--- config.mk ---
export PLATFORM = sky130hd
export DESIGN_NAME = mld_7_4_frame_sequencer
export DESIGN_NICKNAME = d
export VERILOG_FILES = /design/src/rtl/mld_7_4_frame_sequencer.sv
export SDC_FILE = /design/constraint.sdc
export NUM_CORES = 1
export LEC_CHECK = 0
export BUFFER_PORTS_ARGS = -buffer_cell sky130_fd_sc_hd__clkbuf_2
export CAP_MARGIN = 20
export CORE_MARGIN = 2
export CORE_UTILIZATION = 40
export CTS_CLUSTER_SIZE = 8
export DETAILED_ROUTE_END_ITERATION = 10
export SLEW_MARGIN = 25
export SYNTH_ARGS = -nofsm -noshare
export SYNTH_HDL_FRONTEND = slang
export SYNTH_SLANG_ARGS = --single-unit
export TNS_END_PERCENT = 10
--- constraint.sdc ---
create_clock -name clk -period 2.2 [get_ports clk]
set_input_delay 0.11 -clock clk [delete_from_list [all_inputs] [get_ports clk]]
set_output_delay 0.11 -clock clk [all_outputs]
set_load 0.03 [all_outputs]
--- src/rtl/mld_7_4_frame_sequencer.sv ---
// Frame sequencer for the serial (7,4) majority logic decoder: loads a codeword bit-serially, runs the decode cycles, holds the result.
// Optional saturating corrected-frame counter enabled by defining MLD_SEQ_ERR_COUNT_EN.
module mld_7_4_frame_sequencer #(
  parameter int N             = 7,
  parameter int DECODE_CYCLES = 7,
  parameter int CNT_W         = 16
) (
  input  logic             clk,
  input  logic             reset,
  input  logic             in_valid,
  output logic             in_ready,
  input  logic [N-1:0]     in_codeword,
  output logic             dec_load,
  output logic             dec_bit,
  input  logic [N-1:0]     dec_vector,
  input  logic             dec_error,
  output logic             out_valid,
  input  logic             out_ready,
  output logic [N-1:0]     out_vector,
  output logic             out_corrected,
  output logic [CNT_W-1:0] frame_count
`ifdef MLD_SEQ_ERR_COUNT_EN
  ,
  output logic [CNT_W-1:0] err_count
`endif
);

  localparam int BW = $clog2(N + 1);
  localparam int CW = (DECODE_CYCLES > 1) ? $clog2(DECODE_CYCLES) : 1;

  typedef enum logic [1:0] {IDLE, LOAD, DECODE, HOLD} state_t;

  state_t          state;
  logic [N-1:0]    shift_reg;
  logic [BW-1:0]   bit_cnt;
  logic [CW-1:0]   cyc_cnt;
  logic            corr_flag;

  assign in_ready  = (state == IDLE);
  assign out_valid = (state == HOLD);

  // bit 0 goes out on the accept edge itself, so the shift register keeps only the remaining bits
  always_ff @(posedge clk or posedge reset) begin
    if (reset) begin
      state         <= IDLE;
      shift_reg     <= '0;
      bit_cnt       <= '0;
      cyc_cnt       <= '0;
      corr_flag     <= 1'b0;
      dec_load      <= 1'b0;
      dec_bit       <= 1'b0;
      out_vector    <= '0;
      out_corrected <= 1'b0;
      frame_count   <= '0;
`ifdef MLD_SEQ_ERR_COUNT_EN
      err_count     <= '0;
`endif
    end else begin
      case (state)
        IDLE: begin
          if (in_valid) begin
            shift_reg <= in_codeword >> 1;
            dec_bit   <= in_codeword[0];
            dec_load  <= 1'b1;
            bit_cnt   <= BW'(1);
            corr_flag <= 1'b0;
            state     <= LOAD;
          end
        end
        LOAD: begin
          if (bit_cnt == BW'(N)) begin
            dec_load <= 1'b0;
            dec_bit  <= 1'b0;
            cyc_cnt  <= '0;
            state    <= DECODE;
          end else begin
            dec_bit   <= shift_reg[0];
            shift_reg <= shift_reg >> 1;
            bit_cnt   <= bit_cnt + 1'b1;
          end
        end
        DECODE: begin
          // the last decode cycle's error still counts toward this frame
          if (cyc_cnt == CW'(DECODE_CYCLES - 1)) begin
            out_vector    <= dec_vector;
            out_corrected <= corr_flag | dec_error;
            state         <= HOLD;
          end else begin
            corr_flag <= corr_flag | dec_error;
            cyc_cnt   <= cyc_cnt + 1'b1;
          end
        end
        HOLD: begin
          if (out_ready) begin
            frame_count <= frame_count + 1'b1;
`ifdef MLD_SEQ_ERR_COUNT_EN
            if (out_corrected && (err_count != '1))
              err_count <= err_count + 1'b1;
`endif
            state <= IDLE;
          end
        end
        default: state <= IDLE;
      endcase
    end
  end

endmodule
-- Word-level counts from Yosys, hierarchy flattened
Index checks and enable logic that the tools add are counted.
- output and inout bits: 28
- input bits: 19
- register bits: 42
- logic and storage cells: 60
- reduce and logical (&&, ||, !) cells: 12
- eq/ne operators: 11
- multiplexer cells: 23
- add/subtract/negate cells: 3
- bitwise logic cells: 1
- operators by type and width (kind ; count):
    $add 16x1->16 const B ; 1
    $mux 7 ; 2
    $pmux 7 s2 ; 1
    $mux 3 ; 4
    $pmux 3 s2 ; 2
    $reduce_and 3->1 ; 4
    $ne 2x2->1 const B ; 5
    $mux 2 ; 4
    $pmux 2 s4 ; 1
    $add 3x1->3 const B ; 2
    $eq 3x3->1 const B ; 2
    $mux 1 ; 6
    $pmux 1 s2 ; 3
    $reduce_and 2->1 ; 3
    $reduce_bool 2->1 ; 3
    $eq 2x2->1 const B ; 2
    $reduce_and 4->1 ; 1
    $eq 2x1->1 const B ; 1
    $logic_not 2->1 ; 1
    $ne 2x1->1 const B ; 1
    $or 1x1->1 ; 1

-- Logic depth before layout (Yosys ltp)
Gate-level depths: netlist of run 1.
- depth in word-level cells: 3
- mapped depth: 7
- gate-level depth less buffers: 6

-- Worst setup path before layout of run 1
No wires, ideal clock.
- path kind: reg-to-reg
- from: register state[0]
- to: register bit_cnt[0]
- setup slack: 0.545 ns
- arrival: 1.515 ns
- required time: 2.060 ns
- buffers on the path: 1
- cell stages (with the launch flop): 8
- setup time: 0.140 ns
- clock period less this slack: 1.655 ns
- cells stage by stage: dfrtp_1 inv_1 ha_1 buf_2 nand2b_1 o21ai_0 nor2b_1 a21oi_1
- longest elaborated chain between the ends: 3
- elaborated cells on any way between the ends: 7
- those cells by class: eq/ne (3); mux (1); reduce/logical (3)
- RTL lines (element ; RTL line ; RTL):
    start: declaration ; 33 ; state_t state;
    start signal: assignment ; 45 ; state <= IDLE;
    start signal: assignment ; 67 ; state <= LOAD;
    start signal: assignment ; 75 ; state <= DECODE;
    $logic_not 2->1 (*) ; -- ;
    via in_ready ; 11 ; output logic in_ready,
    $ne 2x2->1 (no line) / $reduce_bool 2->1 (equally long branches) ; -- ;
    $reduce_and 3->1 (no line) ; -- ;
    end signal: assignment ; 79 ; bit_cnt <= bit_cnt + 1'b1;
    end: declaration ; 35 ; logic [BW-1:0] bit_cnt;
The timed path passes the listed nets; every way through them passes the cells marked *.
A chain may end at the register's enable or synchronous reset.

-- Worst setup path in the final report of run 1
- from: register state[0]
- to: register bit_cnt[0]
- longest elaborated chain between the ends: 3
- elaborated cells on any way between the ends: 7
- those cells by class: eq/ne (3); mux (1); reduce/logical (3)
- RTL lines (element ; RTL line ; RTL):
    $eq 2x1->1 / $logic_not 2->1 (equally long branches) ; 59 ; case (state)
    $ne 2x2->1 (no line) / $reduce_bool 2->1 (equally long branches) ; -- ;
    $reduce_and 3->1 (no line) ; -- ;
Several ways; a longest one is shown, not always the timed one.

==> impl_metrics.toml, run 1 <==
[run_status]
status = "finished, final reports clean"

[cells_and_area]
register_area_um2 = 1030
drive_gt1_frac = 0.313
multi_input_area_um2 = 973
layout_commonest_cell = "clkbuf_2"
finalNonFillerCells = 310
final_cell_mix = "46 x clkbuf_2, 41 x dfrtp_1, 22 x nand2_1"
layout.nets = 267
fillers = 476
largest_reg_flops = 16
n_antenna_cell = 0
syn_to_final_growth_pct = 21.2

[min_path]
hold_class = "input port to flip-flop"

[die]
core_area_um2 = 5040
start_util = 0.407
die-area_um2 = 5720
rows = 26
die_x_um = 75.6
io_pins = 47
die_h_um = 75.6

[drt]
drtIter0Drc = 79
wl_um = 3840
routed_via_density = 4.77
wl_per_cell_um = 12.4
ant_nets = 0
drt_pass1_iterations = 4
num_vias = 1478
drcViolationCount = 0

[logic_synthesis]
synth_cell_types = 39
synth_top_family_by_area = "simple AND/OR/NAND/NOR gates"
yosys_warnings = 0
synth-compound-area-share = 0.107
ys_seq_elements = 41
syn_area_um2 = 2050
synth_nets = 216
syn_area_per_cell_um2 = 10.9
yosys.area_share.simple = 0.160
synth-seq-area-share = 0.500
synth_mux_area_frac = 0.0891
synthAdderAreaFrac = 0.0549
synth_xor_area_frac = 0.0641
syn_inst = 188

[placed_design]
port_buffers = 46
dpl.cell_count = 301
place_congestion = 0.724
place.detailed.hpwl_um = 2780

[pwr]
power_density_nw_per_um2 = 1310
power_leakage_nw = 1.20
vdd_ir_drop_max_mv = 0.814
total_power_mw = 3.25

[global_route]
grt_overflow = 0
grt_max_degree = 42
grt_pass1_wl_um = 6400
gr-usage-all-layers = 0.148
first_global_vias = 1364
antenna_found_initial = 0

[clocking]
cts_buffers = 5
clk_pin_slew_ns = 0.08
clockBufferDepth = 2
htree_levels = 2
root_buffer = "clkbuf_8"
post_cts_buffers = 0
tritoncts = "done"
insertion_delay_ns = 0.30
cts_sinks = 41
hold_buffers = 1
ctsResizeCount = 0

[sta]
rsz0062_at_grt = "no"
hold_viol = 0
clock_skew_ns = 0.00741
tns_ns = 0
worst_slew_pin_slew_ns = 0.520
clock.fmax_mhz = 542
min_period_ns = 1.84
slew_headroom = 0.653
period_share = 0.838
finalSetupViolations = 0
maxSlewViolCount = 0

[worst_setup_path]
crit_chain = "inv_1 > ha_1 > nor2b_1 > nor2_1 > mux2_2 > a21oi_1"
critPathMaxStageDelay_ns = 0.42
crit_fanout = 12
slowest_stage = "dfrtp_1"
startpoint_type = "flip-flop"
end_kind = "flip-flop"
critical_path_class = "flip-flop to flip-flop"
arrival_ns = 2.06
worst_ep_required_time_ns = 2.42

[job]
maxCapViolCount = 0
## where the power goes
group          internal [mW]  switching, mW
sequential              1.01          0.205
clock                  0.340          0.275
combinational          0.563          0.865
total                   1.91           1.35
## final timing paths
check,to,slack (ns),start,cells past startpoint
min in group asynchronous,frame_count[13],0.46,reset,4
worst min-delay path,out_vector[1],0.04,dec_vector[1],2
max in group asynchronous,bit_cnt[1],1.37,reset,4
worst max register to register,bit_cnt[0],0.36,state[0],6
worst min register to register,frame_count[15],0.48,frame_count[15],1
worst max-delay path,bit_cnt[0],0.36,state[0],6
## stage by stage
step           area, µm²  hold WS [ns]  utilization  worst slack [ns]
6_report            2480        0.0389        0.493             0.356
4_1_cts             2480        0.0300        0.493             0.322
5_1_grt             2480        0.0224        0.493             0.166
2_1_floorplan       2050         0.261            -             0.545
3_3_place_gp        2360         0.256        0.468             0.438
3_5_place_dp        2360         0.254        0.468             0.349
## Yosys cell counts
cell,instances,area [µm²]
dfrtp_1,41,1030
nand2_1,22,82.6
o21ai_0,14,70.1
xnor2_1,12,105
ha_1,9,113
mux2_2,9,101
nor2_1,8,30.0
mux2i_1,7,70.1
nand3_1,7,35.0
a21oi_1,6,30.0
inv_1,6,22.5
buf_2,5,25.0
nor2b_1,5,31.3
a22o_1,3,26.3
nand4_1,3,18.8
xor2_1,3,26.3
a22oi_1,2,15.0
a31oi_1,2,12.5
nand2_2,2,12.5
nand2b_1,2,12.5
nor3_4,2,32.5
a211oi_1,1,7.51
a211oi_2,1,12.5
a32o_1,1,10.0
and2_1,1,6.26
and4_1,1,8.76
buf_1,1,3.75
mux2_1,1,11.3
nand3_2,1,10.0
nand3b_1,1,7.51
nand4_2,1,12.5
nand4b_1,1,8.76
nor2_2,1,6.26
nor3_1,1,5.00
nor3b_1,1,7.51
o211ai_1,1,7.51
o211ai_2,1,12.5
o21ai_1,1,5.00
o32a_1,1,10.0
## worst max-delay path, delay by kind of cell (launching register included)
family / cells / cell delay, ns
multiplexers: 1 / 0.27
flip-flops: 1 / 0.42
AND/OR/NAND/NOR: 2 / 0.45
AO/OA/AOI/OAI: 1 / 0.14
adder cells (fa/ha/maj): 1 / 0.39
buffers and inverters: 1 / 0.09
## cell families after synthesis
kind of cell / count (synthesis)
simple gates: 60
buf+inv: 12
compound gates: 34
flops: 41
xor+xnor: 15
mux: 17
fa+ha+maj: 9
## cell type report
type                    instances  share of cell area
clock buffers                   5              0.0277
clock inverters                 3              0.0176
inverters                       6             0.00906
multi-input cells             135               0.392
flip-flops and latches         41               0.413
well taps                      70              0.0352
repair buffers                 50               0.106
## per-layer routing
layer	GRT usage	up-vias	wire, µm
met5	0	-	0
met4	0.0585	0	58
met3	0.0357	7	115
met2	0.221	25	1800
met1	0.209	690	1870
li1	-	756	-
(Power assumes the default switching activity.)
==> run 2, diff against run 1 <==
Clock period 2.2 ns to 1.9 ns, I/O delays scaled along.
==> run 2 against run 1 <==
Worst setup slack got worse by 0.16 ns. Routed wire length shrank 0.70%. Final cell count rose by 0.32%. Global-route usage decreased by 0.54 points. Clock power shrank 11%. Largest power group unchanged. Count of clock-buffer cells in the layout up 1. Worst hold slack got worse by 0.0034 ns. Sequential share of layout area increased by 0.27 points. Non-clock buffer count increased by 2. Combinational power is 18% higher. Register-to-register slack worse by 0.16 ns.
==> impl_metrics.toml, run 2 (synthesis results as in run 1) <==
[run_status]
status = "finished, final reports clean"

[cells_and_area]
multi_input_area_um2 = 973
layout_commonest_cell = "clkbuf_2"
syn_to_final_growth_pct = 20.4
fillers = 485
largest_reg_flops = 16
layout.nets = 269
n_antenna_cell = 0
drive_gt1_frac = 0.311
register_area_um2 = 1030
final_cell_mix = "46 x clkbuf_2, 41 x dfrtp_1, 22 x nand2_1"

[die]
core_area_um2 = 5040
die-area_um2 = 5720
die_h_um = 75.6
start_util = 0.407
io_pins = 47
rows = 26
die_x_um = 75.6

[global_route]
gr-usage-all-layers = 0.143
grt_pass1_wl_um = 6220
first_global_vias = 1333
antenna_found_initial = 0
grt_overflow = 0
grt_max_degree = 42

[sta]
worst_slew_pin_slew_ns = 0.512
min_period_ns = 1.70
clock.fmax_mhz = 587
slew_headroom = 0.659
period_share = 0.896
rsz0062_at_grt = "no"
clock_skew_ns = 0.00687
maxSlewViolCount = 0
tns_ns = 0
finalSetupViolations = 0
hold_viol = 0
hold_slack_ns = 0.0355

[drt]
ant_nets = 0
drt_pass1_iterations = 4
routed_via_density = 4.78
wl_um = 3810
drtIter0Drc = 72
num_vias = 1488
drcViolationCount = 0
wl_per_cell_um = 12.3

[clocking]
cts_buffers = 5
post_cts_buffers = 0
insertion_delay_ns = 0.29
root_buffer = "clkbuf_8"
hold_buffers = 1
ctsResizeCount = 0
clockBufferDepth = 2
tritoncts = "done"
clk_pin_slew_ns = 0.08
cts_sinks = 41
htree_levels = 2

[worst_setup_path]
crit_fanout = 4
arrival_ns = 1.87
critical_path_class = "flip-flop to flip-flop"
worst_ep_required_time_ns = 2.07
worst-r2r-setup-slack_ns = 0.20
r2r_start = "bit_cnt[0]"
reg2regPathDepth = 6
startpoint_type = "flip-flop"
reg2reg_to = "state[1]"
end_kind = "flip-flop"

[min_path]
hold_class = "input port to flip-flop"
hold_depth = 2
hp-start = "dec_vector[0]"
hold_end = "out_vector[0]"

[placed_design]
place_congestion = 0.825
place.detailed.hpwl_um = 2770
port_buffers = 46

[pwr]
power_leakage_nw = 1.20
vdd_ir_drop_max_mv = 0.791
power_density_nw_per_um2 = 1470

[job]
maxCapViolCount = 0
==> run 2: cell count changes in the layout (fill, tap and decap cells not counted), sizes merged <==
| cell | delta |
|---|---|
| inv | -1 |
| bufinv | -1 |
| buf | +2 |
| clkbuf | +1 |
==> run 2: metrics by stage <==
stage / utilization / cell area (µm²) / power (mW) / setup WS, ns / instances
after global routing: 0.490 / 2470 / 3.94 / 0.0329 / 311
after CTS: 0.490 / 2470 / 3.68 / 0.201 / 311
after floorplan: - / 2050 / 2.69 / 0.245 / 188
after detailed placement: 0.471 / 2380 / 3.12 / 0.214 / 303
after global placement: 0.471 / 2380 / 3.10 / 0.250 / 303
final: 0.490 / 2470 / 3.63 / 0.197 / 311
==> run 2: critical path, cell delays in order (launching register included) <==
cell      delay [ns]
dfrtp_1         0.39
ha_1            0.17
ha_1            0.20
nand2b_1        0.15
o21ai_1         0.10
a211oi_2        0.25
mux2_1          0.34
==> run 2: layout make-up <==
| cell class | instances | share of cell area |
|---|---|---|
| Clock buffer | 6 | 0.0294 |
| Clock inverter | 1 | 0.00355 |
| Inverter | 6 | 0.00912 |
| Multi-Input combinational cell | 135 | 0.394 |
| Sequential cell | 41 | 0.416 |
| Tap cell | 70 | 0.0355 |
| Timing Repair Buffer | 52 | 0.113 |
==> run 2: power breakdown <==
group | leakage, nW | internal (mW) | switching, mW | total, mW
Clock | 0.0412 | 0.254 | 0.291 | 0.545
Combinational | 0.640 | 0.676 | 1.01 | 1.69
Sequential | 0.515 | 1.17 | 0.236 | 1.40
==> run 2: layer usage <==
| layer | GRT usage | up-vias | wire length, µm |
|---|---|---|---|
| li1 | - | 758 | - |
| met1 | 0.202 | 704 | 1910 |
| met3 | 0.0423 | 2 | 140 |
| met5 | 0 | - | 0 |
| met2 | 0.212 | 24 | 1740 |
| met4 | 0.0468 | 0 | 22 |
==> run 2: how the worst max path moves through the flow <==
stage	slack, ns	start	to
floorplan	0.24	state[0]	bit_cnt[0]
global placement	0.25	bit_cnt[0]	state[1]
detailed placement	0.21	bit_cnt[0]	state[1]
CTS	0.20	bit_cnt[0]	state[1]
global route	0.03	bit_cnt[0]	state[1]
finish	0.20	bit_cnt[0]	state[1]
